[config.mk]
export PLATFORM = sky130hd
export DESIGN_NAME = tl_ul_channel_buffer_flat
export DESIGN_NICKNAME = d
export VERILOG_FILES = /design/src/rtl/tl_ul_channel_buffer_if.sv /design/src/rtl/tl_ul_channel_buffer.sv /design/src/flat_wrapper.sv
export SDC_FILE = /design/constraint.sdc
export NUM_CORES = 1
export LEC_CHECK = 0
export CAP_MARGIN = 30
export CELL_PAD_IN_SITES_DETAIL_PLACEMENT = 0
export CELL_PAD_IN_SITES_GLOBAL_PLACEMENT = 1
export CORE_MARGIN = 1.5
export CORE_UTILIZATION = 50
export DETAILED_ROUTE_END_ITERATION = 12
export DONT_BUFFER_PORTS = 1
export PLACE_DENSITY_LB_ADDON = 0.1
export SYNTH_ARGS = -nofsm -noshare
export SYNTH_HDL_FRONTEND = slang
export SYNTH_SLANG_ARGS = --single-unit
[constraint.sdc]
create_clock -name clk_i -period 4.9 [get_ports clk_i]
set_input_delay 1.47 -clock clk_i [delete_from_list [all_inputs] [get_ports clk_i]]
set_output_delay 1.47 -clock clk_i [all_outputs]
set_load 0.01 [all_outputs]
[src/rtl/tl_ul_channel_buffer_if.sv]
// One TL-UL channel (A or D): valid/ready handshake plus an opaque payload of W bits.
// The master modport drives the beat; the slave modport accepts it.
interface tl_ul_channel_buffer_if #(
    parameter int unsigned W = 1
) ();
    logic         valid;
    logic         ready;
    logic [W-1:0] bits;

    modport master (output valid, output bits, input  ready);
    modport slave  (input  valid, input  bits, output ready);
endinterface

[src/rtl/tl_ul_channel_buffer.sv]
// TL-UL buffer: independent A (downstream) and D (upstream) FIFOs, depth 0 = pure wires.
// Optional macro TL_BUFFER_PIPE_EN lets a full FIFO accept a beat while its head dequeues.
module tl_ul_channel_buffer #(
    parameter int unsigned ADDR_W   = 32,
    parameter int unsigned DATA_W   = 32,
    parameter int unsigned SIZE_W   = 2,
    parameter int unsigned SOURCE_W = 2,
    parameter int unsigned A_DEPTH  = 2,
    parameter int unsigned D_DEPTH  = 2,
    localparam int unsigned A_W     = 6 + SIZE_W + SOURCE_W + ADDR_W + DATA_W / 8 + DATA_W,
    localparam int unsigned D_W     = 5 + SIZE_W + SOURCE_W + 3 + DATA_W,
    localparam int unsigned A_CNT_W = (A_DEPTH == 0) ? 1 : $clog2(A_DEPTH + 1),
    localparam int unsigned D_CNT_W = (D_DEPTH == 0) ? 1 : $clog2(D_DEPTH + 1)
) (
    input  logic                       clk_i,
    input  logic                       rst_i,
    tl_ul_channel_buffer_if.slave      up_a_if,
    tl_ul_channel_buffer_if.master     dn_a_if,
    tl_ul_channel_buffer_if.slave      dn_d_if,
    tl_ul_channel_buffer_if.master     up_d_if,
    output logic [A_CNT_W-1:0]         a_count_o,
    output logic [D_CNT_W-1:0]         d_count_o
);

    // ---------------------------------------------------------------- A channel
    if (A_DEPTH == 0) begin : g_a_pass
        assign dn_a_if.valid = up_a_if.valid;
        assign dn_a_if.bits  = up_a_if.bits;
        assign up_a_if.ready = dn_a_if.ready;
        assign a_count_o     = '0;
    end else begin : g_a_fifo
        localparam int unsigned PtrW = (A_DEPTH > 1) ? $clog2(A_DEPTH) : 1;

        logic [A_W-1:0]     mem_q [A_DEPTH];
        logic [PtrW-1:0]    wptr_q, rptr_q;
        logic [A_CNT_W-1:0] cnt_q, cnt_d;
        logic               full, enq, deq;

        assign full = (cnt_q == A_CNT_W'(A_DEPTH));
        // Handshakes are forced low during reset so no beat is taken or emitted.
`ifdef TL_BUFFER_PIPE_EN
        assign up_a_if.ready = !rst_i && (!full || dn_a_if.ready);
`else
        assign up_a_if.ready = !rst_i && !full;
`endif
        assign dn_a_if.valid = !rst_i && (cnt_q != '0);
        assign dn_a_if.bits  = mem_q[rptr_q];
        assign enq           = up_a_if.valid && up_a_if.ready;
        assign deq           = dn_a_if.valid && dn_a_if.ready;
        assign a_count_o     = cnt_q;

        always_comb begin
            cnt_d = cnt_q;
            if (enq && !deq) begin
                cnt_d = cnt_q + 1'b1;
            end else if (deq && !enq) begin
                cnt_d = cnt_q - 1'b1;
            end
        end

        always_ff @(posedge clk_i) begin
            if (rst_i) begin
                cnt_q  <= '0;
                wptr_q <= '0;
                rptr_q <= '0;
                for (int i = 0; i < A_DEPTH; i++) begin
                    mem_q[i] <= '0;
                end
            end else begin
                cnt_q <= cnt_d;
                if (enq) begin
                    mem_q[wptr_q] <= up_a_if.bits;
                    wptr_q <= (wptr_q == PtrW'(A_DEPTH - 1)) ? '0 : wptr_q + 1'b1;
                end
                if (deq) begin
                    rptr_q <= (rptr_q == PtrW'(A_DEPTH - 1)) ? '0 : rptr_q + 1'b1;
                end
            end
        end
    end

    // ---------------------------------------------------------------- D channel
    if (D_DEPTH == 0) begin : g_d_pass
        assign up_d_if.valid = dn_d_if.valid;
        assign up_d_if.bits  = dn_d_if.bits;
        assign dn_d_if.ready = up_d_if.ready;
        assign d_count_o     = '0;
    end else begin : g_d_fifo
        localparam int unsigned PtrW = (D_DEPTH > 1) ? $clog2(D_DEPTH) : 1;

        logic [D_W-1:0]     mem_q [D_DEPTH];
        logic [PtrW-1:0]    wptr_q, rptr_q;
        logic [D_CNT_W-1:0] cnt_q, cnt_d;
        logic               full, enq, deq;

        assign full = (cnt_q == D_CNT_W'(D_DEPTH));
`ifdef TL_BUFFER_PIPE_EN
        assign dn_d_if.ready = !rst_i && (!full || up_d_if.ready);
`else
        assign dn_d_if.ready = !rst_i && !full;
`endif
        assign up_d_if.valid = !rst_i && (cnt_q != '0);
        assign up_d_if.bits  = mem_q[rptr_q];
        assign enq           = dn_d_if.valid && dn_d_if.ready;
        assign deq           = up_d_if.valid && up_d_if.ready;
        assign d_count_o     = cnt_q;

        always_comb begin
            cnt_d = cnt_q;
            if (enq && !deq) begin
                cnt_d = cnt_q + 1'b1;
            end else if (deq && !enq) begin
                cnt_d = cnt_q - 1'b1;
            end
        end

        always_ff @(posedge clk_i) begin
            if (rst_i) begin
                cnt_q  <= '0;
                wptr_q <= '0;
                rptr_q <= '0;
                for (int i = 0; i < D_DEPTH; i++) begin
                    mem_q[i] <= '0;
                end
            end else begin
                cnt_q <= cnt_d;
                if (enq) begin
                    mem_q[wptr_q] <= dn_d_if.bits;
                    wptr_q <= (wptr_q == PtrW'(D_DEPTH - 1)) ? '0 : wptr_q + 1'b1;
                end
                if (deq) begin
                    rptr_q <= (rptr_q == PtrW'(D_DEPTH - 1)) ? '0 : rptr_q + 1'b1;
                end
            end
        end
    end

endmodule

[src/flat_wrapper.sv]
// flat-port wrapper written by rule: the top's interface ports become plain ports
module tl_ul_channel_buffer_flat 
#(
    parameter int unsigned ADDR_W   = 32,
    parameter int unsigned DATA_W   = 32,
    parameter int unsigned SIZE_W   = 2,
    parameter int unsigned SOURCE_W = 2,
    parameter int unsigned A_DEPTH  = 2,
    parameter int unsigned D_DEPTH  = 2,
    localparam int unsigned A_W     = 6 + SIZE_W + SOURCE_W + ADDR_W + DATA_W / 8 + DATA_W,
    localparam int unsigned D_W     = 5 + SIZE_W + SOURCE_W + 3 + DATA_W,
    localparam int unsigned A_CNT_W = (A_DEPTH == 0) ? 1 : $clog2(A_DEPTH + 1),
    localparam int unsigned D_CNT_W = (D_DEPTH == 0) ? 1 : $clog2(D_DEPTH + 1)
)
  (clk_i, rst_i, a_count_o, d_count_o, up_a_if_valid, up_a_if_bits, up_a_if_ready, dn_a_if_valid, dn_a_if_bits, dn_a_if_ready, dn_d_if_valid, dn_d_if_bits, dn_d_if_ready, up_d_if_valid, up_d_if_bits, up_d_if_ready);
  tl_ul_channel_buffer_if #(.W((78))) up_a_if_i ();
  tl_ul_channel_buffer_if #(.W((78))) dn_a_if_i ();
  tl_ul_channel_buffer_if #(.W((44))) dn_d_if_i ();
  tl_ul_channel_buffer_if #(.W((44))) up_d_if_i ();
  input  logic clk_i;
  input  logic rst_i;
  output logic [A_CNT_W-1:0] a_count_o;
  output logic [D_CNT_W-1:0] d_count_o;
  input wire logic [$bits(up_a_if_i.valid)-1:0] up_a_if_valid;
  input wire logic [$bits(up_a_if_i.bits)-1:0] up_a_if_bits;
  output wire logic [$bits(up_a_if_i.ready)-1:0] up_a_if_ready;
  output wire logic [$bits(dn_a_if_i.valid)-1:0] dn_a_if_valid;
  output wire logic [$bits(dn_a_if_i.bits)-1:0] dn_a_if_bits;
  input wire logic [$bits(dn_a_if_i.ready)-1:0] dn_a_if_ready;
  input wire logic [$bits(dn_d_if_i.valid)-1:0] dn_d_if_valid;
  input wire logic [$bits(dn_d_if_i.bits)-1:0] dn_d_if_bits;
  output wire logic [$bits(dn_d_if_i.ready)-1:0] dn_d_if_ready;
  output wire logic [$bits(up_d_if_i.valid)-1:0] up_d_if_valid;
  output wire logic [$bits(up_d_if_i.bits)-1:0] up_d_if_bits;
  input wire logic [$bits(up_d_if_i.ready)-1:0] up_d_if_ready;
  assign up_a_if_i.valid = up_a_if_valid;
  assign up_a_if_i.bits = up_a_if_bits;
  assign up_a_if_ready = up_a_if_i.ready;
  assign dn_a_if_valid = dn_a_if_i.valid;
  assign dn_a_if_bits = dn_a_if_i.bits;
  assign dn_a_if_i.ready = dn_a_if_ready;
  assign dn_d_if_i.valid = dn_d_if_valid;
  assign dn_d_if_i.bits = dn_d_if_bits;
  assign dn_d_if_ready = dn_d_if_i.ready;
  assign up_d_if_valid = up_d_if_i.valid;
  assign up_d_if_bits = up_d_if_i.bits;
  assign up_d_if_i.ready = up_d_if_ready;
  tl_ul_channel_buffer #(.ADDR_W(ADDR_W), .DATA_W(DATA_W), .SIZE_W(SIZE_W), .SOURCE_W(SOURCE_W), .A_DEPTH(A_DEPTH), .D_DEPTH(D_DEPTH)) u_core (.clk_i(clk_i), .rst_i(rst_i), .up_a_if(up_a_if_i), .dn_a_if(dn_a_if_i), .dn_d_if(dn_d_if_i), .up_d_if(up_d_if_i), .a_count_o(a_count_o), .d_count_o(d_count_o));
endmodule
* Word-level counts from Yosys, hierarchy flattened
Memories as Yosys holds them, arrays and structs flattened. A register that Yosys moved wholly into a read port is not among the register bits.
Index checks and enable logic that the tools add are counted.
** Storage, ports and cells
- Bits in registers :: 8
- Bits in writable memories :: 244
- Bits of input ports :: 128
- Output and inout port bits :: 130
- Word-level logic and storage cells :: 69
- Memories :: 2
** Memory list
- u_core.g_a_fifo.mem_q :: words 2, width 78, read ports 1, clocked after memory_dff 1, wr ports 2, line tl_ul_channel_buffer.sv:34 : logic [A_W-1:0] mem_q [A_DEPTH];
- u_core.g_d_fifo.mem_q :: words 2, width 44, read ports 1, clocked after memory_dff 1, wr ports 2, line tl_ul_channel_buffer.sv:91 : logic [D_W-1:0] mem_q [D_DEPTH];
** Operators by class
- Add/sub/neg operators :: 8
- Eq/ne operators :: 2
- Mux-type cells :: 26
- Reductions and logical operators :: 25
** Operators with widths (number)
- $mux W78 :: 1
- $reduce_or A78 Y1 :: 1
- $mux W44 :: 1
- $reduce_or A44 Y1 :: 1
- $mux W1 :: 20
- $logic_and A1 B1 Y1 :: 12
- $mux W2 :: 4
- $reduce_bool A2 Y1 :: 4
- $logic_not A1 Y1 :: 7
- $add A1 B1 Y1 const B :: 4
- $add A2 B1 Y2 const B :: 2
- $eq A2 B2 Y1 const B :: 2
- $sub A2 B1 Y2 const B :: 2

* Logic depth before layout (Yosys ltp)
- Word-level depth :: 9
- Mapped depth :: 7
- Depth with buffers taken out :: 7

* Worst setup path before layout
Ideal clock, no wire load.
- Path type :: input to register
- Start point :: input up_a_if_valid
- End point :: memory u_core.g_a_fifo.mem_q[0][0] (netlist name) (enable)
- Library setup time :: 0.449 ns
- Arrival :: 3.911 ns
- Data required time :: 4.451 ns
- Path slack :: 0.540 ns
- Stages :: 4
- Buffers on the path :: 1
- Path through :: clkbuf_1 inv_1 or3_1 nand2b_1
** RTL lines
- from (decl) :: line flat_wrapper.sv:24 : input wire logic [$bits(up_a_if_i.valid)-1:0] up_a_if_valid;
- to (decl) :: line tl_ul_channel_buffer.sv:34

==> flow_summary.yaml <==
floorplanning:
  dieArea_mm2: 0.0226
  start_util_pct: 51.2
  io_pins: 258
  core_area_mm2: 0.0212
  die_x_um: 150
  die_y_um: 150
  num_rows: 53
place:
  dp_cells: 1080
  portBuffers: 0
  place_ws_ps: 1710
  place_hpwl_um: 14000
  placed_area_mm2: 0.0111
  gp_congestion: 0.728
clock_tree:
  cts_tree: "done"
  clockRootBuffer: "clkbuf_16"
  clock_sinks: 254
  postCtsHoldBufs: 0
  cts_made_buffers: 26
  post_cts_resized: 0
  path_clk_slew_ps: 60
  htreeDepth: 1
  post_cts_buffers: 0
  clkLatencyLatePin_ps: 520
  cts_max_path_buffers: 3
hold_path:
  holdPathStages: 2
  hold_path_class: "reg -> reg"
  hp-start: "u_core.g_d_fifo.rptr_q$_SDFFE_PP0P_"
  worstHoldEndpoint: "u_core.g_d_fifo.rptr_q$_SDFFE_PP0P_"
drt:
  drt_pass1_iterations: 4
  drt_wl_total_um: 22400
  vias_per_cell: 5.43
  remaining_drc_errors: 0
  drtIter0Drc: 382
  wl_per_cell_um: 19.9
  ant_nets: 0
  vias: 6123
finish:
  fin_area_mm2: 0.0118
  n_antenna_cell: 0
  final_cell_mix: "nor2_1, edfxtp_1, nand2_1, mux2_2, clkbuf_16"
  area_growth_pct: 9.20
  nets: 963
  drive_gt1_share_pct: 20.0
  nFillCells: 1764
  layout_commonest_cell: "nor2_1"
  stdcell_count: 1127
synthesis:
  syn-mean-instance-area_um2: 12.7
  synth_top_cell_area_share_pct: 67.6
  synthesis.area_mm2: 0.0108
  synth_warnings: 0
  ys_seq_area_share_pct: 69.5
  synth-seq-cells: 254
  yosysTopAreaCell: "edfxtp_1"
  syn_inst: 850
  synth_nets: 980
  synth_area_leaders: "edfxtp_1, mux2_2, nor2_1"
  synth_cell_types: 20
grt:
  grt_use_total_pct: 19.3
  top_usage_layer: "met2"
  first_global_vias: 6085
  antenna_found_initial: 0
  gr-usage-met2_pct: 32.6
  grt_max_degree: 81
  use_met1_pct: 22.8
  grt_overflow: 0
  met3_usage_pct: 7.73
  grt_pass1_wl_um: 33300
timing:
  slew-limit-headroom_pct: 39.7
  worst_pin_slew_ps: 904
  fin_crit_ps: 3230
  setup_viol: 0
  rsz0062_at_grt: "false"
  tns_ps: 0
  finalCritPeriodShare_pct: 66.0
  maxSlewViolCount: 0
  hold_viol: 0
  finalClockSkew_ps: 10.1
  fin_ws_ps: 1670
  fmax_ghz: 0.309
critical_path:
  ff2ff_setup_slack_ps: 2580
  required_ps: 3430
  r2r_end: "u_core.g_a_fifo.mem_q[0][34]$_SDFFCE_PN0P_"
  critical-path-top-delay-family: "flip-flops"
  path_buf_inv: 1
  path_max_fanout: 70
  rr_startpoint: "u_core.a_count_o[0]$_SDFFE_PP0P_"
  slowest_stage: "dfxtp_4"
  worst-setup-path-type: "reg -> out"
  worstPathArrival_ps: 1760
  crit_chain: "buf_16 > mux2_2"
  ff2ff_path_depth: 4
  cpPeakStageDelay_ps: 440
  end_kind: "output pin"
  critPathLaunchType: "flop"
power_and_ir_drop:
  power.density_mw_per_mm2: 452
  cellLeakagePower_nw: 4.41
  irDropWorstVdd_v: 0.000310
run_status:
  status: "complete, no violations"
job:
  cap_violations: 0
## cell usage after synthesis
cell	instances
or3_1	6
clkbuf_1	28
a21oi_1	4
edfxtp_1	244
nand2_1	124
mux2_2	122
xor2_1	6
nor3_1	2
nor2_1	256
nand2b_1	4
buf_1	8
ha_1	2
nor2b_1	2
buf_6	3
o21ai_0	6
dfxtp_1	10
inv_1	2
a31o_2	2
buf_2	17
nand3b_1	2
## per-stage QoR
stage	total power, mW	hold WS [ps]	utilization (%)
after floorplan	3.45	472	-
after global placement	3.60	492	52.0
after detailed placement	3.64	491	52.4
after CTS	5.40	510	55.9
after global routing	5.57	519	55.9
final	5.35	505	55.9
## cell families after synthesis
kind of cell / synth area share, %
compound gates: 0.624
simple gates: 14.1
fa+ha+maj: 0.231
buf+inv: 2.41
xor+xnor: 0.485
mux: 12.7
flops: 69.5
## power breakdown
group | leakage (nW) | internal (mW) | switching, mW | total, mW
registers | 2.68 | 2.64 | 0.0818 | 2.73
logic | 1.37 | 0.311 | 0.546 | 0.857
clock network | 0.367 | 1.00 | 0.761 | 1.77
total | 4.41 | 3.96 | 1.39 | 5.35
## tightest hold or removal path: stages, from the launching register on
cell and delay, ps:
dfxtp_1 320, xor2_1 80, nor2_1 70
## how the worst max path moves through the flow
stage                   from                                    endpoint  cells past startpoint
6_report                flop                            dn_a_if_bits[38]                      2
5_1_grt                 flop                            dn_a_if_bits[38]                      2
4_1_cts                 flop                            dn_a_if_bits[61]                      2
3_5_place_dp   up_a_if_valid  u_core.g_a_fifo.mem_q[0][51]$_SDFFCE_PN0P_                      4
3_3_place_gp           rst_i                               up_d_if_valid                      1
2_1_floorplan  up_a_if_valid   u_core.g_a_fifo.mem_q[0][0]$_SDFFCE_PN0P_                      4
## final cells by class
type | instances | area (µm²) | area share, %
sequential | 254 | 7530 | 63.7
multi-input combinational | 538 | 3070 | 25.9
clock buffer | 37 | 713 | 6.03
tap | 275 | 344 | 2.91
timing repair buffer | 11 | 128 | 1.08
clock inverter | 10 | 41.3 | 0.349
inverter | 2 | 7.51 | 0.0635
## state kept, by name, indices dropped and copies added, names as in the netlist, named ones only
name                    cells
u_core.a_count_o            2
u_core.d_count_o            2
u_core.g_a_fifo.mem_q     156
u_core.g_a_fifo.rptr_q      1
u_core.g_a_fifo.wptr_q      1
u_core.g_d_fifo.mem_q      88
u_core.g_d_fifo.rptr_q      1
u_core.g_d_fifo.wptr_q      1
## routing by layer
metal	part of all wire (%)	wire length (µm)	up-vias
li1	-	-	2890
met5	0	0	-
met1	38	8510	2979
met3	11	2460	41
met2	49	10900	213
met4	2.3	516	0
No activity file was read; power rests on OpenSTA's default activity.
